==> config.mk <==
export PLATFORM = sky130hd
export DESIGN_NAME = mem_access_unit
export DESIGN_NICKNAME = d
export VERILOG_FILES = /design/src/rtl/mem_access_unit.sv
export SDC_FILE = /design/constraint.sdc
export NUM_CORES = 1
export LEC_CHECK = 0
export BUFFER_PORTS_ARGS = -buffer_cell sky130_fd_sc_hd__buf_2
export CAP_MARGIN = 30
export CORE_ASPECT_RATIO = 1.1
export CORE_MARGIN = 2
export CORE_UTILIZATION = 46
export CTS_BUF_LIST = sky130_fd_sc_hd__clkbuf_16
export DETAILED_ROUTE_END_ITERATION = 6
export PLACE_DENSITY = 0.73
export SLEW_MARGIN = 20
export SYNTH_ARGS = -nofsm -noshare
export SYNTH_HDL_FRONTEND = slang
export SYNTH_SLANG_ARGS = --single-unit
==> constraint.sdc <==
create_clock -name clk -period 4.6 [get_ports clk]
set_clock_uncertainty 0.2 [all_clocks]
set_input_delay 0.23 -clock clk [delete_from_list [all_inputs] [get_ports clk]]
set_output_delay 0.23 -clock clk [all_outputs]
set_load 0.02 [all_outputs]
==> src/rtl/mem_access_unit.sv <==
// MEM-stage load/store sequencer in front of a 4-byte-write data memory; sub-word stores use read-modify-write.
// Optional feature: define MISALIGN_TRAP_EN to report misaligned half/word accesses as errors.
module mem_access_unit #(
    parameter int SIZE         = 32,
    parameter int DM_ADDR_BITS = 5
) (
    input  logic            clk,
    input  logic            rst,
    input  logic            req_valid,
    output logic            req_ready,
    input  logic            req_write,
    input  logic [1:0]      req_size,
    input  logic            req_unsigned,
    input  logic [SIZE-1:0] req_addr,
    input  logic [SIZE-1:0] req_wdata,
    output logic            resp_valid,
    input  logic            resp_ready,
    output logic [SIZE-1:0] resp_rdata,
    output logic            resp_err,
    output logic [SIZE-1:0] dm_Address,
    output logic [SIZE-1:0] dm_WriteData,
    output logic            dm_MemRead,
    output logic            dm_MemWrite,
    input  logic [SIZE-1:0] dm_ReadData
);

    localparam logic [1:0] ST_IDLE = 2'd0;
    localparam logic [1:0] ST_RD   = 2'd1;
    localparam logic [1:0] ST_WR   = 2'd2;
    localparam logic [1:0] ST_RESP = 2'd3;

    logic [1:0]      state_q, state_d;
    logic            write_q, write_d;
    logic [1:0]      size_q, size_d;
    logic            unsigned_q, unsigned_d;
    logic [15:0]     wdata_q, wdata_d;
    logic            resp_valid_q, resp_valid_d;
    logic            resp_err_q, resp_err_d;
    logic [SIZE-1:0] resp_rdata_q, resp_rdata_d;
    logic [SIZE-1:0] dm_address_q, dm_address_d;
    logic [SIZE-1:0] dm_writedata_q, dm_writedata_d;
    logic            dm_memread_q, dm_memread_d;
    logic            dm_memwrite_q, dm_memwrite_d;

    logic            req_err;
    logic [SIZE-1:0] load_data;
    logic [SIZE-1:0] merge_data;

    // Any address bit above the memory's decode range is an out-of-range access.
    always_comb begin
        req_err = (req_size == 2'b11) || ((req_addr >> DM_ADDR_BITS) != '0);
`ifdef MISALIGN_TRAP_EN
        if ((req_size == 2'b01) && req_addr[0])
            req_err = 1'b1;
        if ((req_size == 2'b10) && (req_addr[1:0] != 2'b00))
            req_err = 1'b1;
`endif
    end

    always_comb begin
        load_data  = dm_ReadData;
        merge_data = dm_ReadData;
        case (size_q)
            2'b00: begin
                load_data  = unsigned_q ? {{(SIZE-8){1'b0}}, dm_ReadData[7:0]}
                                        : {{(SIZE-8){dm_ReadData[7]}}, dm_ReadData[7:0]};
                merge_data = {dm_ReadData[SIZE-1:8], wdata_q[7:0]};
            end
            2'b01: begin
                load_data  = unsigned_q ? {{(SIZE-16){1'b0}}, dm_ReadData[15:0]}
                                        : {{(SIZE-16){dm_ReadData[15]}}, dm_ReadData[15:0]};
                merge_data = {dm_ReadData[SIZE-1:16], wdata_q};
            end
            default: begin
                load_data  = dm_ReadData;
                merge_data = dm_ReadData;
            end
        endcase
    end

    always_comb begin
        state_d        = state_q;
        write_d        = write_q;
        size_d         = size_q;
        unsigned_d     = unsigned_q;
        wdata_d        = wdata_q;
        resp_valid_d   = resp_valid_q;
        resp_err_d     = resp_err_q;
        resp_rdata_d   = resp_rdata_q;
        dm_address_d   = dm_address_q;
        dm_writedata_d = dm_writedata_q;
        dm_memread_d   = 1'b0;
        dm_memwrite_d  = 1'b0;
        case (state_q)
            ST_IDLE: begin
                if (req_valid) begin
                    write_d      = req_write;
                    size_d       = req_size;
                    unsigned_d   = req_unsigned;
                    wdata_d      = req_wdata[15:0];
                    dm_address_d = req_addr;
                    if (req_err) begin
                        state_d      = ST_RESP;
                        resp_valid_d = 1'b1;
                        resp_err_d   = 1'b1;
                        resp_rdata_d = '0;
                    end else if (!req_write || (req_size != 2'b10)) begin
                        state_d      = ST_RD;
                        dm_memread_d = 1'b1;
                    end else begin
                        state_d        = ST_WR;
                        dm_writedata_d = req_wdata;
                        dm_memwrite_d  = 1'b1;
                    end
                end
            end
            ST_RD: begin
                if (!write_q) begin
                    state_d      = ST_RESP;
                    resp_valid_d = 1'b1;
                    resp_err_d   = 1'b0;
                    resp_rdata_d = load_data;
                end else begin
                    state_d        = ST_WR;
                    dm_writedata_d = merge_data;
                    dm_memwrite_d  = 1'b1;
                end
            end
            ST_WR: begin
                state_d      = ST_RESP;
                resp_valid_d = 1'b1;
                resp_err_d   = 1'b0;
                resp_rdata_d = '0;
            end
            default: begin
                if (resp_ready) begin
                    state_d      = ST_IDLE;
                    resp_valid_d = 1'b0;
                    resp_err_d   = 1'b0;
                end
            end
        endcase
    end

    always_ff @(posedge clk or posedge rst) begin
        if (rst) begin
            state_q        <= ST_IDLE;
            write_q        <= 1'b0;
            size_q         <= 2'b00;
            unsigned_q     <= 1'b0;
            wdata_q        <= '0;
            resp_valid_q   <= 1'b0;
            resp_err_q     <= 1'b0;
            resp_rdata_q   <= '0;
            dm_address_q   <= '0;
            dm_writedata_q <= '0;
            dm_memread_q   <= 1'b0;
            dm_memwrite_q  <= 1'b0;
        end else begin
            state_q        <= state_d;
            write_q        <= write_d;
            size_q         <= size_d;
            unsigned_q     <= unsigned_d;
            wdata_q        <= wdata_d;
            resp_valid_q   <= resp_valid_d;
            resp_err_q     <= resp_err_d;
            resp_rdata_q   <= resp_rdata_d;
            dm_address_q   <= dm_address_d;
            dm_writedata_q <= dm_writedata_d;
            dm_memread_q   <= dm_memread_d;
            dm_memwrite_q  <= dm_memwrite_d;
        end
    end

    assign req_ready    = (state_q == ST_IDLE);
    assign resp_valid   = resp_valid_q;
    assign resp_err     = resp_err_q;
    assign resp_rdata   = resp_rdata_q;
    assign dm_Address   = dm_address_q;
    assign dm_WriteData = dm_writedata_q;
    assign dm_MemRead   = dm_memread_q;
    assign dm_MemWrite  = dm_memwrite_q;

endmodule
# Word-level counts from Yosys, hierarchy flattened
# Index checks and enable logic that the tools add are counted.
# W data, S select, Z words.
# op_classes
n_lt_le_gt_ge	0
reduce_logical	14
n_addsub	0
shift	0
n_mul	0
div	0
n_eq_ne	11
mux	35
bitwise_logic	0
# op_table
op	n
$mux W32	9
$pmux W32 S2	2
$pmux W32 S3	1
$pmux W16 S2	1
$reduce_bool A32 Y1	1
$mux W1	14
$ne A2 B2 Y1 const B	6
$mux W2	4
$reduce_and A4 Y1	2
$pmux W1 S3	2
$pmux W2 S3	1
$reduce_and A5 Y1	1
$eq A2 B1 Y1 const B	2
$eq A2 B2 Y1 const B	2
$logic_not A2 Y1	2
$reduce_and A2 Y1	2
$reduce_bool A4 Y1	1
$reduce_bool A3 Y1	1
$logic_or A1 B1 Y1	2
$ne A2 B1 Y1 const B	1
$pmux W1 S2	1
$reduce_bool A2 Y1	1
$logic_not A1 Y1	1
# word_totals
mem_bits_rw	0
n_memories	0
mem_bits_ro	0
latchBits	0
ff_bits	122

# Depth between registers and ports, before layout
# Gate-level depths: netlist of the first run.
# depth
depth_word	6
ltp_mapped	8
mapped_depth_nobuf	7

# Least setup slack after synthesis of the first run
# OpenSTA, ideal clock, no wires.
# synth_path
path_kind	register to register
from	register state_q[0]
to	register dm_address_q[10] (netlist: dm_Address[10])
period_less_slack_ns	2.561
required_time_ns	4.275
path_stages_with_launch	8
path_slack_ns	2.039
t_arrival_ns	2.236
setup_ns	0.125
cell_sequence	dfrtp_1 > inv_1 > ha_1 > clkbuf_1 > and2_1 > clkbuf_1 > buf_1 > mux2_2
# synth_between
elab_chain_len	2
# synth_rtl
item	line	rtl
start, declared	32	logic [1:0] state_q, state_d;
start signal, assigned	160	state_q <= state_d;
$logic_not A2 Y1	--	
via req_ready	10	output logic req_ready,
$reduce_and A2 Y1 (no source line)	--	
end signal, assigned	168	dm_address_q <= dm_address_d;
end, declared	40	logic [SIZE-1:0] dm_address_q, dm_address_d;
# The timed path passes the listed nets, and every way through them passes these cells.
# A chain may end at the register's enable or synchronous reset.

# Worst setup path in the final report of the first run
# layout_path
from	register state_q[1]
to	register dm_writedata_q[15] (netlist: dm_WriteData[15])
# layout_between
elab_chain_len	3
elab_cells_between_ends	9
classes_between	eq/ne: 5; mux: 1; reduce/logical: 3
# layout_rtl
item	line	rtl
$eq A2 B1 Y1 or $logic_not A2 Y1 (tied branches)	94	case (state_q)
$ne A2 B2 Y1 (no source line) or $reduce_bool A2 Y1 (tied branches)	--	
$reduce_and A5 Y1 (no source line)	--	
end signal, assigned	169	dm_writedata_q <= dm_writedata_d;
end, declared	41	logic [SIZE-1:0] dm_writedata_q, dm_writedata_d;
# Several ways; a longest one is shown, not always the timed one.

==> results.md, run 1 <==
- Result of the run: complete, no violations
- Largest net degree at the start of global routing: 52
- Family with the most delay on the worst path: simple AND/OR/NAND/NOR gates
- Grt ovf: 0
- Max Cap Viol: 0
- Number of I/O pins: around 200
- Mapped Area: 0.00559 mm²
- Max_slew headroom: ~55%
- DRT iter0 DRCs: 284
- Peak supply drop: around 0.41 mV
- GRT Util Overall: around 26%
- Worst slew pin tran: slightly below 0.7 ns
- Crit-path slowest cell: ha_2
- CTS tree: yes
- Pint: ~3.6 mW
- Routability cong.: ~0.90
- Die Width: between 100 and 150 µm
- Top_reg_cell synth: dfrtp_1
- Ratio of cells with drive above 1 in the final layout: around 42%
- Sw Share: a little under 40%
- Vias in the first global route: just over 5000
- Worst hold path class: primary input to flop
- Total power: about 6 mW
- Synth async-reset ratio: between 90% and 100%
- Syn-to-layout area delta: 47.0%
- WP buf/inv: 1
- Fin area: around 0.0082 mm²
- Lkg Pwr: roughly 4.0 nW
- Net Sw Power: between 2 and 2.5 mW
- Post-synth EDFFs: 0
- Syn nets: 572
- Layout Nets: 856
- Final hold violations: 0
- CP Max Fanout: 41
- Clk Latency, worst-skew pair: 0.40 ns
- Pwr/cell area: a little over 700 mW/mm²
- Crit Path Category: flop to flop
- Reg clk slew, reported paths: 0.05 ns
- DRC violations left: 0
- Clk root buf: clkbuf_16
- Port buffer count: between 200 and 250
- Setup violations, final: 0
- Hpwl dp: 10.8 mm
- Antenna Nets Post-Route: 0
- Crit path arrival time: between 3 and 4 ns
- Fin crit period: 3.00 ns
- Cts repair resizes: 0
- Die area: around 0.013 mm²
- Antenna violations before repair: 0
- Post-Syn Instances: ~460
- Maximum clock frequency: ~330 MHz
- Crit start category: flop
- DR WL/cell: 18.0 µm
- Core Area: approximately 0.012 mm²
- Total placed instance area: ~0.0068 mm²
- Cts bufs inserted: 17
- Setup crit end kind: flop
- Clock sinks: about 120
- Row count: between 40 and 50
- Pins over their slew limit: 0
- Vias: slightly below 5000
- Setup Buffers After CTS: 0
- Worst EP required: 4.68 ns
- Global-route wire length before repair: between 20 and 30 mm
- Via density: about 5.4
- Sequential share of power: between 30% and 40%
- Initial Util: a little under half
- Die height: roughly 120 µm
- Synth unique cells: 38
- Routed wire length: around 16 mm
- CP Cell Sequence: inv_1 -> ha_2 -> nor2b_1 -> or2_2 -> o41ai_4 -> nand2_2 -> mux2_2
- Syn Area/Cell: approximately 12 µm²
- Non-filler instance count after layout: between 900 and 1000
- Setup_tns: 0 ns
- Ys Warns: 0
- CTS max path bufs: 2
- Register bit total from synthesis: 122
- Fin crit share: around two thirds
- Clock power share: around 23%
- DR pass1 iterations: 5
- Crit path largest cell delay: between 0.6 and 0.7 ns
- Logic pwr share: between 40 and 50%
- H-tree levels: 4
- Post-Place Cells: roughly 800
- RSZ-0062 raised after global routing: false
- Register area share after synthesis: a little over half
## cell usage after synthesis, types with 2 or more instances
cell | number | share of area (%)
buf_1 | 5 | 0.34
dfrtp_1 | 122 | 55
o31ai_1 | 2 | 0.27
mux2i_1 | 33 | 5.9
mux2_2 | 59 | 12
a21oi_1 | 48 | 4.3
mux2_4 | 10 | 2.7
a22o_1 | 8 | 1.3
or2_2 | 2 | 0.22
o21ai_0 | 8 | 0.72
o21ai_1 | 4 | 0.36
nor2_1 | 19 | 1.3
nand2_1 | 22 | 1.5
nor2b_1 | 4 | 0.45
nand4_1 | 2 | 0.22
a31oi_1 | 16 | 1.8
clkbuf_1 | 27 | 1.8
nor4_1 | 6 | 0.67
o2bb2ai_1 | 17 | 2.7
nor3_1 | 2 | 0.18
a211o_1 | 9 | 1.4
inv_1 | 5 | 0.34
ha_1 | 4 | 0.90
and3_1 | 9 | 1.0
a211oi_1 | 8 | 1.1
## final cells by class
| cell class | instances | area [µm²] |
|---|---|---|
| Fill cell | 856 | 3710 |
| Sequential cell | 122 | 3050 |
| Multi-Input combinational cell | 303 | 2400 |
| Timing Repair Buffer | 299 | 1960 |
| Clock buffer | 17 | 425 |
| Tap cell | 154 | 193 |
| Clock inverter | 14 | 163 |
| Inverter | 5 | 21.3 |
| Antenna cell | 1 | 2.50 |
## kinds of logic after synthesis
family / after synthesis / share of synthesized area, %
AOI/OAI and AO/OA: 126 / 15.1
adders and majority gates: 4 / 0.895
buffers and inverters: 39 / 2.78
DFF: 122 / 54.6
muxes: 102 / 20.5
and+or+nand+nor: 71 / 6.16
## power groups by stage
stage / Sequential, mW / Clock, mW / Combinational (mW)
2_1_floorplan: 2.26 / 0 / 1.42
3_3_place_gp: 1.83 / 0 / 2.55
3_5_place_dp: 1.85 / 0 / 2.63
4_1_cts: 1.84 / 1.35 / 2.70
5_1_grt: 1.91 / 1.40 / 2.93
6_report: 1.85 / 1.33 / 2.73
## worst paths after layout
kind / from / end / slack, ns / cells past startpoint
max: state_q[1]$_DFFE_PP0P_ / dm_WriteData[15]$_DFFE_PP0P_ / 1.60 / 7
min: dm_ReadData[12] / resp_rdata[12]$_DFFE_PP0P_ / 0.02 / 4
max in group asynchronous: rst / resp_rdata[7]$_DFFE_PP0P_ / 3.00 / 4
max reg2reg: state_q[1]$_DFFE_PP0P_ / dm_WriteData[15]$_DFFE_PP0P_ / 1.60 / 7
min reg2reg: resp_rdata[23]$_DFFE_PP0P_ / resp_rdata[23]$_DFFE_PP0P_ / 0.28 / 1
min in group asynchronous: rst / dm_Address[8]$_DFFE_PP0P_ / 0.18 / 3
## per-stage QoR
stage                     utilization [%]  hold WS, ns  worst slack (ns)
after detailed placement             56.7       0.0689              1.65
after global routing                 68.9       0.0206              1.41
final                                68.9       0.0154              1.60
after CTS                            68.7     0.000395              1.64
after floorplan                         -        0.181             0.927
after global placement               56.4       0.0567              1.73
## flip-flops by register name (all words and copies together) (netlist names)
name          count
dm_Address       32
dm_MemRead        1
dm_MemWrite       1
dm_WriteData     32
resp_err          1
resp_rdata       32
resp_valid        1
size_q            2
state_q           2
unsigned_q        1
wdata_q          16
write_q           1
## per-layer routing
layer	global-route usage, %	vias to the layer above	wire length, µm	share of wire, %
met3	6.90	38	1100	6.7
li1	-	2285	-	-
met5	0	-	0	0
met2	41.8	234	8210	50
met4	11.3	0	494	3.0
met1	31.7	2401	6630	40
## cells in the final DEF, fill, tap and decap left out, types with 6 or more instances in the layout
cell and instances:
buf_2 204, dfrtp_1 122, dlygate4sd3_1 84, mux2_2 59, a21oi_1 48, mux2i_1 33
nand2_1 22, nor2_1 19, o2bb2ai_1 17, clkbuf_16 17, a31oi_1 16, mux2_4 10
and3_1 9, a211o_1 9, a211oi_1 8, o21ai_0 8, a22o_1 8, buf_4 8
inv_1 6, nor4_1 6
## worst reg2reg max path, cell delays in order (launching register included)
cell     delay (ns)
dfrtp_1        0.40
inv_1          0.11
ha_2           0.64
nor2b_1        0.40
or2_2          0.20
o41ai_4        0.08
nand2_2        0.44
mux2_2         0.42
## timing repair
| item | CTS | global route |
|---|---|---|
| hold buffers | 84 | 0 |
| endpoints found under the setup margin | 0 | 0 |
| endpoints found under the hold margin | 115 | 0 |
Note: power is estimated with default switching activity, not from simulation.
==> inputs of run 2 (changes only) <==
Settings changed: CORE_UTILIZATION 46 to 45, PLACE_DENSITY 0.73 to 0.75.
Clock period 4.6 ns to 2.4 ns, I/O delays scaled along.
==> run 2 against run 1 <==
Effect of this change: sequential power increased by 92%; final cell count increased by 3.7%; clock-buffer cell count unchanged; non-clock buffer count increased by 32; power increased by 94%; core utilization increased by 2.0 points; global-route usage increased by 1.1 points; highest routed layer unchanged; critical path depth increased by 2; via count increased by 4.9%; first-iteration DRC count decreased by 4.2%; worst hold slack got worse by 0.0035 ns.
==> results.md, run 2 (synthesis results as in run 1) <==
- Peak supply drop: 0.660 mV
- CTS tree: yes
- Top Layer Used: met4
- Worst EP required: 2.48 ns
- Total placed instance area: 0.00692 mm²
- Global-route wire length before repair: around 27 mm
- Worst r2r src: state_q[1]$_DFFE_PP0P_
- Most frequent cells in the layout: buf_2 (204), dfrtp_1 (122), dlygate4sd3_1 (101)
- Sw Share: 39.7%
- Final hold violations: 0
- Met3 WL: around 1.0 mm
- Lkg Pwr: 4.16 nW
- Antenna Nets Post-Route: 0
- Ratio of cells with drive above 1 in the final layout: 42.7%
- Worst slew pin tran: roughly 0.60 ns
- Layout Nets: 888
- CTS max path bufs: 2
- Crit. Startpoint: req_addr[20]
- Sequential share of power: 30.9%
- Hpwl dp: between 10 and 15 mm
- Routability cong.: 0.825
- Die height: around 120 µm
- Pwr/cell area: 1340 mW/mm²
- Max_slew headroom: roughly three fifths
- Worst hold path class: primary input to flop
- Largest net degree at the start of global routing: 49
- Clk Latency, worst-skew pair: ~0.4 ns
- Row count: 42
- Fin crit period: 2.35 ns
- Cts bufs inserted: 17
- Vias in the first global route: about 5500
- Maximum clock frequency: 425 MHz
- Clk root buf: clkbuf_16
- Die area: between 0.01 and 0.015 mm²
- Reg clk slew, reported paths: 0.05 ns
- Routed wire length: roughly 17 mm
- DRT iter0 DRCs: roughly 270
- DRC violations left: 0
- GRT Util Overall: between 20% and 30%
- Logic pwr share: 47.7%
- Max Cap Viol: 0
- Crit start category: primary input
- Initial Util: a little under half
- Antenna violations before repair: 2
- Port buffer count: between 200 and 250
- HP Start: dm_ReadData[7]
- Number of I/O pins: 205
- H-tree levels: 4
- Pins over their slew limit: 0
- Via density: ~5.5
- Fin crit share: approximately 98%
- Pint: between 6 and 7 mW
- Fin area: around 0.0086 mm²
- Setup crit end kind: flop
- Met2 WL: 8.89 mm
- Die Width: about 110 µm
- Core Area: roughly 0.012 mm²
- Vias: 5200
- Most common cell after layout, fill and taps aside: buf_2
- Crit path arrival time: around 2.4 ns
- CP Max Fanout: 16
- Syn-to-layout area delta: 53.2%
- Clock sinks: between 100 and 150
- Core Util, Final: a little under three quarters
- Crit Path Category: primary input to flop
- Clock power share: a little over a fifth
- Net Sw Power: between 4 and 5 mW
- Setup violations, final: 0
- DR pass1 iterations: 5
- Grt ovf: 0
- Setup_tns: 0 ns
- DR WL/cell: between 15 and 20 µm
- Result of the run: complete, no violations
- DRT met1 WL: roughly 7 mm
-- run 2: layer usage --
metal  up-vias  global-route usage (%)
li1       2358                       -
met1      2554                    30.9
met2       230                    46.2
met3        58                    7.04
met4         0                    11.6
met5         -                       0
-- run 2: power by group through the flow --
stage	Clock [mW]	Combinational, mW	Sequential (mW)
after CTS	2.50	5.39	3.52
after global placement	0	5.11	3.49
after detailed placement	0	5.26	3.53
final	2.46	5.47	3.55
after floorplan	0	2.74	4.34
after global routing	2.61	5.91	3.65
-- run 2: path summary, 6_finish.rpt --
kind	endpoint	slack, ns	depth (start not counted)
min in group asynchronous	dm_Address[24]$_DFFE_PP0P_	0.13	3
worst min register to register	resp_rdata[16]$_DFFE_PP0P_	0.29	1
worst min-delay path	resp_rdata[7]$_DFFE_PP0P_	0.01	4
max in group asynchronous	dm_WriteData[26]$_DFFE_PP0P_	1.14	4
worst max register to register	dm_WriteData[13]$_DFFE_PP0P_	0.16	8
worst max-delay path	dm_WriteData[4]$_DFFE_PP0P_	0.05	9
-- run 2: metrics by stage --
step / hold slack (ns) / total power [mW] / std cells / worst slack (ns)
3_3_place_gp: 0.00453 / 8.60 / 812 / 0.171
5_1_grt: 0.0127 / 12.2 / 947 / -0.0190
4_1_cts: 0.000951 / 11.4 / 943 / 0.0151
2_1_floorplan: 0.0706 / 7.08 / 464 / 0.0442
3_5_place_dp: 0.00954 / 8.79 / 812 / 0.0721
6_report: 0.0119 / 11.5 / 949 / 0.0479
-- run 2: repair_timing --
| action | 4_1_cts | 5_1_grt |
|---|---|---|
| gates resized for setup | 0 | 7 |
| hold buffers | 101 | 0 |
| setup endpoints to repair | 0 | 66 |
| hold endpoints to repair | 188 | 0 |
| buffers inserted | 0 | 1 |
-- run 2: cell type report --
cell class / count / area [µm²]
fill: 845 / 3520
tap: 154 / 193
timing repair buffer: 331 / 2280
clock inverter: 13 / 139
clock buffer: 17 / 425
sequential: 122 / 3050
multi-input combinational: 303 / 2430
inverter: 5 / 22.5
antenna: 4 / 10.0
-- run 2: worst max-delay path, stage by stage --
cell and delay (ns):
dlygate4sd3_1 0.55, buf_2 0.14, nor4_1 0.32, nand4_1 0.13, buf_4 0.17, o41ai_4 0.40
nand2_2 0.11, buf_12 0.18, mux2_4 0.31
